`src/rtl/writeback_arb.sv`:
```
// Round-robin arbiter of NUM_SRC completion channels onto one register-file write port; aligns/extends load data, 1-cycle latency.
// Backpressure: ready is one-hot on the granted channel, losers hold valid. WRITEBACK_ARB_PERF_EN adds conflict_cnt_o.
module writeback_arb #(
  parameter  int XLEN      = 64,
  parameter  int NUM_SRC   = 3,
  parameter  int RF_ADDR_W = 5,
  localparam int OFF_W     = $clog2(XLEN/8)
) (
  input  logic                         clk,
  input  logic                         resetn,
  input  logic [NUM_SRC-1:0]           src_valid_i,
  output logic [NUM_SRC-1:0]           src_ready_o,
  input  logic [NUM_SRC*RF_ADDR_W-1:0] src_rd_i,
  input  logic [NUM_SRC*XLEN-1:0]      src_data_i,
  input  logic [NUM_SRC-1:0]           src_is_load_i,
  input  logic [NUM_SRC*2-1:0]         src_byte_en_i,
  input  logic [NUM_SRC-1:0]           src_zero_extnd_i,
  input  logic [NUM_SRC*OFF_W-1:0]     src_row_idx_i,
  output logic                         rf_wr_en_o,
  output logic [RF_ADDR_W-1:0]         rf_wr_addr_o,
  output logic [XLEN-1:0]              rf_wr_data_o,
`ifdef WRITEBACK_ARB_PERF_EN
  output logic                         load_misalign_o,
  output logic [31:0]                  conflict_cnt_o
`else
  output logic                         load_misalign_o
`endif
);

  localparam int PTR_W = $clog2(NUM_SRC);

  logic [RF_ADDR_W-1:0] rd_arr   [NUM_SRC];
  logic [XLEN-1:0]      data_arr [NUM_SRC];
  logic [1:0]           size_arr [NUM_SRC];
  logic [OFF_W-1:0]     off_arr  [NUM_SRC];

  for (genvar i = 0; i < NUM_SRC; i++) begin : g_unpack
    assign rd_arr[i]   = src_rd_i[i*RF_ADDR_W +: RF_ADDR_W];
    assign data_arr[i] = src_data_i[i*XLEN +: XLEN];
    assign size_arr[i] = src_byte_en_i[i*2 +: 2];
    assign off_arr[i]  = src_row_idx_i[i*OFF_W +: OFF_W];
  end

  logic [PTR_W-1:0] rr_ptr;
  logic [PTR_W-1:0] ptr_nxt;
  logic [PTR_W-1:0] grant_idx;
  logic             grant_vld;
  logic [PTR_W:0]   cand;

  // Scan from the pointer upward with wrap; cand carries one spare bit for the fold.
  always_comb begin
    grant_vld = 1'b0;
    grant_idx = '0;
    cand      = '0;
    for (int k = 0; k < NUM_SRC; k++) begin
      cand = {1'b0, rr_ptr} + (PTR_W+1)'(k);
      if (cand >= (PTR_W+1)'(NUM_SRC)) cand = cand - (PTR_W+1)'(NUM_SRC);
      if (!grant_vld && src_valid_i[cand[PTR_W-1:0]]) begin
        grant_vld = 1'b1;
        grant_idx = cand[PTR_W-1:0];
      end
    end
  end

  always_comb begin
    src_ready_o = '0;
    if (grant_vld) src_ready_o[grant_idx] = 1'b1;
  end

  always_comb begin
    ptr_nxt = rr_ptr;
    if (grant_vld) ptr_nxt = (grant_idx == PTR_W'(NUM_SRC-1)) ? '0 : grant_idx + PTR_W'(1);
  end

  logic [RF_ADDR_W-1:0] sel_rd;
  logic [XLEN-1:0]      sel_data;
  logic [1:0]           sel_size;
  logic [OFF_W-1:0]     sel_off;
  logic                 sel_is_load;
  logic                 sel_zx;

  assign sel_rd      = rd_arr[grant_idx];
  assign sel_data    = data_arr[grant_idx];
  assign sel_size    = size_arr[grant_idx];
  assign sel_off     = off_arr[grant_idx];
  assign sel_is_load = src_is_load_i[grant_idx];
  assign sel_zx      = src_zero_extnd_i[grant_idx];

  logic [XLEN-1:0]  shifted;
  logic [XLEN-1:0]  keep_mask;
  logic [XLEN-1:0]  fill;
  logic [XLEN-1:0]  load_data;
  logic [XLEN-1:0]  wr_data;
  logic [OFF_W-1:0] align_mask;
  logic             sign_bit;
  logic             misalign;
  logic             wr_now;

  assign shifted = sel_data >> {sel_off, 3'b000};

  // Mask-and-fill keeps one datapath for every size without zero-width replications at XLEN=32.
  always_comb begin
    keep_mask  = '1;
    sign_bit   = 1'b0;
    align_mask = '1;
    case (sel_size)
      2'b00: begin
        keep_mask  = XLEN'(8'hFF);
        sign_bit   = shifted[7];
        align_mask = '0;
      end
      2'b01: begin
        keep_mask  = XLEN'(16'hFFFF);
        sign_bit   = shifted[15];
        align_mask = OFF_W'(1);
      end
      2'b10: begin
        keep_mask  = XLEN'(32'hFFFF_FFFF);
        sign_bit   = shifted[31];
        align_mask = OFF_W'(3);
      end
      default: begin
        keep_mask  = '1;
        sign_bit   = 1'b0;
        align_mask = '1;
      end
    endcase
  end

  assign fill      = (sel_zx || sel_size == 2'b11) ? '0 : {XLEN{sign_bit}};
  assign load_data = (shifted & keep_mask) | (fill & ~keep_mask);
  assign wr_data   = sel_is_load ? load_data : sel_data;
  assign misalign  = sel_is_load &&
                     ((|(sel_off & align_mask)) || (sel_size == 2'b11 && XLEN == 32));
  assign wr_now    = grant_vld && (sel_rd != '0) && !misalign;

  // Address/data only move on a real write so consumers see the last written pair otherwise.
  always_ff @(posedge clk or negedge resetn) begin
    if (!resetn) begin
      rr_ptr          <= '0;
      rf_wr_en_o      <= 1'b0;
      rf_wr_addr_o    <= '0;
      rf_wr_data_o    <= '0;
      load_misalign_o <= 1'b0;
    end else begin
      rr_ptr          <= ptr_nxt;
      rf_wr_en_o      <= wr_now;
      load_misalign_o <= grant_vld && misalign;
      if (wr_now) begin
        rf_wr_addr_o <= sel_rd;
        rf_wr_data_o <= wr_data;
      end
    end
  end

`ifdef WRITEBACK_ARB_PERF_EN
  always_ff @(posedge clk or negedge resetn) begin
    if (!resetn) begin
      conflict_cnt_o <= '0;
    end else if ((|(src_valid_i & ~src_ready_o)) && (conflict_cnt_o != 32'hFFFF_FFFF)) begin
      conflict_cnt_o <= conflict_cnt_o + 32'd1;
    end
  end
`endif

endmodule
```
`config.mk`:
```
export PLATFORM = sky130hd
export DESIGN_NAME = writeback_arb
export DESIGN_NICKNAME = d
export VERILOG_FILES = /design/src/rtl/writeback_arb.sv
export SDC_FILE = /design/constraint.sdc
export NUM_CORES = 1
export LEC_CHECK = 0
export ABC_AREA = 0
export CORE_MARGIN = 3
export CORE_UTILIZATION = 44
export DETAILED_ROUTE_END_ITERATION = 7
export PLACE_DENSITY_LB_ADDON = 0.25
export REMOVE_ABC_BUFFERS = 1
export SLEW_MARGIN = 20
export SYNTH_ARGS = -nofsm -noshare
export SYNTH_HDL_FRONTEND = slang
export SYNTH_SLANG_ARGS = --single-unit
```
`constraint.sdc`:
```
create_clock -name clk -period 5.24 [get_ports clk]
set_input_delay 0.524 -clock clk [delete_from_list [all_inputs] [get_ports clk]]
set_output_delay 0.524 -clock clk [all_outputs]
set_load 0.01 [all_outputs]
```
==> results of run 1 <==
[cell usage in the layout, fill, tap and decap left out, types with 3 or more instances in the layout]
| cell | netlist | routed |
|---|---|---|
| nor2_1 | 119 | 119 |
| nand2_1 | 141 | 141 |
| o21ai_4 | 1 | 3 |
| a22oi_1 | 25 | 25 |
| o21ai_0 | 109 | 108 |
| clkbuf_16 | 0 | 9 |
| clkdlybuf4s50_1 | 0 | 305 |
| buf_4 | 1 | 39 |
| mux2_2 | 11 | 11 |
| o211ai_1 | 3 | 3 |
| and3_1 | 5 | 5 |
| o22ai_1 | 25 | 25 |
| a211oi_1 | 39 | 38 |
| nor3_1 | 18 | 18 |
| clkinv_2 | 0 | 3 |
| inv_1 | 5 | 5 |
| dfrtp_1 | 73 | 73 |
| mux2i_1 | 65 | 64 |
| nor2b_1 | 10 | 10 |
| o2bb2ai_1 | 9 | 8 |
| nand3_1 | 18 | 18 |
| ha_1 | 4 | 4 |
| a21oi_1 | 67 | 66 |
| a31oi_1 | 71 | 71 |
| a32o_1 | 14 | 14 |
| o21ai_1 | 9 | 9 |
[area by class of cell]
| class | instances | area share, % |
|---|---|---|
| clock inverter | 5 | 0.505 |
| timing repair buffer | 345 | 31.6 |
| antenna | 1 | 0.0235 |
| sequential | 73 | 17.2 |
| tap | 211 | 2.48 |
| inverter | 6 | 0.211 |
| multi-input combinational | 807 | 45.7 |
| clock buffer | 11 | 2.37 |
[state kept, by name, summed over array words and instances, names as in the netlist]
signal	count
rf_wr_data_o	64
rf_wr_addr_o	5
load_misalign_o	1
rf_wr_en_o	1
rr_ptr	2
[per-stage QoR]
stage | area [um^2] | hold WS [ps] | util, % | worst slack (ps)
global placement | 10300 | 461 | 67.0 | 742
floorplan | 6620 | 228 | - | -2280
detailed placement | 10300 | 471 | 67.0 | 611
global route | 10700 | 406 | 69.0 | 377
finish | 10700 | 330 | 69.0 | 651
CTS | 10600 | 363 | 69.0 | 742
[cells by family (layout without fill, tap and decap cells)]
group / after synthesis / after routing / share of synthesized area [%]
adder cells (fa/ha/maj): 4 / 4 / 0.709
other: 0 / 1 / 0
buffers and inverters: 105 / 367 / 6.58
flip-flops: 73 / 73 / 25.9
AO/OA/AOI/OAI: 398 / 398 / 36.1
AND/OR/NAND/NOR: 329 / 329 / 19.7
multiplexers: 76 / 76 / 11.0
[worst paths after layout]
check | to | cells past startpoint
min reg2reg | rf_wr_data_o[4] | 2
min in group clk | rf_wr_data_o[4] | 2
max | rf_wr_data_o[44] | 15
max reg2reg | rf_wr_data_o[44] | 15
min | rf_wr_en_o | 1
max in group asynchronous | rf_wr_addr_o[0] | 1
[critical path: cells and delay by family (launching register included)]
family	cells	cell delay [ps]
compound gates	8	2190
buf+inv	4	1030
fa+ha+maj	1	500
simple gates	2	380
flops	1	390
[layer usage]
layer | wire length (um) | share of wire, % | up-vias | track usage, %
met4 | 1100 | 3.7 | 0 | 13.9
li1 | - | - | 4143 | -
met5 | 0 | 0 | - | 0
met1 | 11700 | 39 | 4225 | 40.9
met2 | 14300 | 47 | 576 | 55.4
met3 | 3040 | 10 | 85 | 7.00
==> run metrics, run 1 <==
vias in the first global route=8,857; RD Place Congestion=0.931; most common cell in the netlist=nand2_1; Synth area leader=dfrtp_1; Max Cap Violations=0; outcome=completed; fmax=218 MHz; Fin. Hold Viols=0; reg-to-reg startpoint=rr_ptr[0]; post_cts resized=0; DR pass1 iterations=7; Yosys top cell area share=25.9%; fraction of registers with async set/reset=100%; Register Area=1830 um^2; hpwl dp=22,000 um; worst skew pair latency=350 ps; slowest CP cell=a311oi_4; # H-tree levels=3; CP cell instances=inv_1 -> ha_1 -> o21ai_0 -> a21boi_1 -> a31oi_4 -> buf_4 -> o21ai_1 -> a21o_1 -> buf_4 -> and3_1 -> nand3_1 -> a311oi_4 -> buf_4 -> a21oi_1 -> a22oi_1; RSZ-0062 raised after global routing=no; synth warn=0; Final Critical Period=4590 ps; startpoint class of the critical path=register; synthesized area per cell=7.17 um^2; WL/cell=20.7 um; count of clock tree sinks=73; global-route wire length before repair=47,400 um; flops & latches, synth=73; Multi-input gate area=4860 um^2; Data arrival, critical path=4850 ps; endpoints failing setup=0; post-synth cell types=63; Total Nets Final=1,479; hold crit path type=input pin to async pin; DR vias=9,029; num rows=45; I/O pins=307; die area=17,600 um^2; core area=15,400 um^2; final wirelength=30,200 um; sequential share of the synthesized area=25.9%; Syn Inst Count=985; Synth Flop Type=dfrtp_1; DR vias/cell=6.19; Worst-Margin Slew=991 ps; Num CTS Buffers=9; DRT iter0 DRCs=939; reg2reg setup slack=650 ps; drt drc=0; CP max FO=30; Mapped Area=7060 um^2; maximum root-to-sink buffer count=2; # Post-CTS Setup Buffers=0; largest net degree at the start of global routing=74; Slew headroom=34.0%; pins over their slew limit=0; antenna violations before repair=1; Post-CTS Hold Fix Bufs=0; GRT Total Usage=32.9%; post-route ant nets=0; Die X=133 um; Synth area leaders=dfrtp_1, mux2i_1, o21ai_0, nand2_1, nor2_1; initial core utilization=45.8%; CTS tree=built; Worst Setup Path Type=register to register; TNS Setup=0 ps; Post-synth EDFFs=0; Post-synth top cells=nand2_1, nor2_1, o21ai_0; layout cells sized above 1=7.94%; Cells after DPL=1,442; fin crit share=87.6%; Fillers=1,345; root buffer cell=clkbuf_16; clock skew=6.10 ps; Worst Setup SP=rr_ptr[0]; CP peak stage delay=600 ps; Critical Path RT=5500 ps; Critical Path Sink Type=register; Die H=133 um; P&R area growth vs syn=50.9%; IO buf count=306; Final Instance Count excl. Fillers=1,459; grt ovf=0; clock slew at reported path FFs=60 ps; most used cell, CP=buf_4
Power of run 1 is left out: the tool's default activity adds up to more than one toggle a clock period on the data nets, which glitch-free logic cannot reach.
==> inputs of run 2 (changes only) <==
--- a/config.mk
+++ b/config.mk
@@ -10,6 +10,7 @@
 export CORE_UTILIZATION = 44
 export DETAILED_ROUTE_END_ITERATION = 7
 export PLACE_DENSITY_LB_ADDON = 0.25
+export RECOVER_POWER = 50
 export REMOVE_ABC_BUFFERS = 1
 export SLEW_MARGIN = 20
 export SYNTH_ARGS = -nofsm -noshare
==> run metrics, run 2 (synthesis gave the netlist of run 1 again) <==
grt ovf=0 (unchanged); max reg flops=64 (unchanged); # H-tree levels=3 (unchanged); core area=15,400 um^2 (unchanged); DR pass1 iterations=7 (unchanged); clock skew=5.32 ps (-0.771 ps); endpoints failing setup=0 (unchanged); RSZ-0062 raised after global routing=no; Final Critical Period=4570 ps (-22.3 ps); largest register by flop count=rf_wr_data_o; drt drc=0 (unchanged); TNS Setup=0 ps (unchanged); Worst Setup SP=rr_ptr[0]; worst skew pair latency=350 ps (about the same); global-route wire length before repair=47,400 um (unchanged); Total Nets Final=1,479 (unchanged); Top Family by Delay on Critical Path=compound AO/OA/AOI/OAI gates; Critical Path Sink Type=register; CP peak stage delay=660 ps (+60 ps); Final Instance Count excl. Fillers=1,459 (unchanged); layout cells sized above 1=7.86% (-0.080 points); outcome=finished, violations left; most used cell, CP=buf_4; Top Registers=rf_wr_data_o (64), rf_wr_addr_o (5), rr_ptr (2); GR Util met1=40.9% (unchanged); Post-CTS Hold Fix Bufs=0 (unchanged); GRT Total Usage=32.9% (unchanged); count of clock tree sinks=73 (unchanged); # Post-CTS Setup Buffers=0 (unchanged); reg-to-reg startpoint=rr_ptr[0]; Die X=133 um (unchanged); Fin. Hold Viols=0 (unchanged); largest net degree at the start of global routing=74 (unchanged); hold crit path type=register to register; RD Place Congestion=0.931 (unchanged); Cells after DPL=1,442 (unchanged); maximum root-to-sink buffer count=2 (unchanged); CTS tree=built; startpoint class of the critical path=register; CP max FO=36 (+20%); CP cell instances=inv_1 -> ha_1 -> nor2b_1 -> o211ai_2 -> o21ai_4 -> buf_4 -> mux2i_1 -> o2bb2ai_1 -> nor2_1 -> or4b_4 -> a311oi_4 -> buf_4 -> a31oi_1 -> a22oi_1; DR vias=9,038 (+0.10%); Critical path buffers and inverters=3 (-1); Max Cap Violations=1 (+1); most frequent cells in the layout=clkdlybuf4s50_1, nand2_1, nor2_1; initial core utilization=45.8% (unchanged); num rows=45 (unchanged); DR vias/cell=6.19 (about the same); Die H=133 um (unchanged); post-route ant nets=0 (unchanged); Critical Path RT=5500 ps (about the same); met3 global-route usage=7.00% (unchanged); DRT iter0 DRCs=945 (+0.64%); most common cell after layout, fill and taps aside=clkdlybuf4s50_1; met2 Resource Use GR=55.4% (unchanged); final wirelength=30,100 um (about the same); Worst Setup Path Type=register to register; antenna violations before repair=1 (unchanged); Fillers=1,345 (unchanged); P&R area growth vs syn=50.9% (about the same); die area=17,600 um^2 (unchanged); root buffer cell=clkbuf_16; failing checks=capacitance limit, slew limit; Slew headroom=-178% (-210 points); pins over their slew limit=74 (+74); Num CTS Buffers=9 (unchanged); Worst-Margin Slew=4170 ps (+3180 ps); final hold slack=475 ps (+146 ps); hpwl dp=22,000 um (unchanged); I/O pins=307 (unchanged); Data arrival, critical path=4830 ps (-20 ps); fmax=219 MHz (+0.49%); Hold Path Origin=rf_wr_data_o[5]; post_cts resized=0 (unchanged); IO buf count=306 (unchanged); Top Usage Layer GRT=met2; clock slew at reported path FFs=60 ps (about the same); slowest CP cell=a311oi_4; fin crit share=87.1% (-0.43 points); WL/cell=20.7 um (about the same); vias in the first global route=8,857 (unchanged)
==> run 2: cell count changes in the layout (fill, tap and decap cells not counted) <==
cell             before  now
buf_4                39   38
clkbuf_1              0    1
clkdlybuf4s50_1     305  268
dlygate4sd3_1         0   37
==> run 2: final timing paths <==
kind                            depth (start not counted)                to  slack, ps
worst max-delay path                                   14  rf_wr_data_o[34]        670
worst min-delay path                                    2   rf_wr_data_o[5]        480
worst max register to register                         14  rf_wr_data_o[34]        670
worst min register to register                          2   rf_wr_data_o[5]        480
max in group asynchronous                               1   rf_wr_addr_o[0]       1260
min in group asynchronous                               1        rf_wr_en_o       1640
==> run 2: metal layers <==
layer  vias to the layer above  part of all wire (%)
met3                        84                   9.9
met5                         -                     0
met4                         0                   3.5
met2                       563                    47
met1                      4241                    39
li1                       4150                     -
==> run 2: per-stage QoR <==
step                area, um^2  util [%]  setup slack [ps]
floorplan                 6620         -             -2280
global placement         10300      67.0               742
detailed placement       10300      67.0               611
CTS                      10600      69.0               742
global route             10600      69.0               377
finish                   10600      69.0               674
==> run 2: cell type report <==
| cell class | count | area [um^2] | share of cell area [%] |
|---|---|---|---|
| Multi-Input combinational cell | 807 | 4860 | 45.7 |
| Timing Repair Buffer | 345 | 3360 | 31.6 |
| Sequential cell | 73 | 1830 | 17.2 |
| Tap cell | 211 | 264 | 2.48 |
| Clock buffer | 11 | 253 | 2.37 |
| Clock inverter | 5 | 53.8 | 0.505 |
| Inverter | 6 | 22.5 | 0.212 |
| Antenna cell | 1 | 2.50 | 0.0235 |
==> run 2: worst register-to-register path: cells and delay by family (launching register included) <==
kind	cells	cell delay (ps)
AO/OA/AOI/OAI	6	1730
adder cells (fa/ha/maj)	1	500
buffers and inverters	3	840
flip-flops	1	390
multiplexers	1	160
AND/OR/NAND/NOR	3	850
Power of run 2 is left out for the same reason.
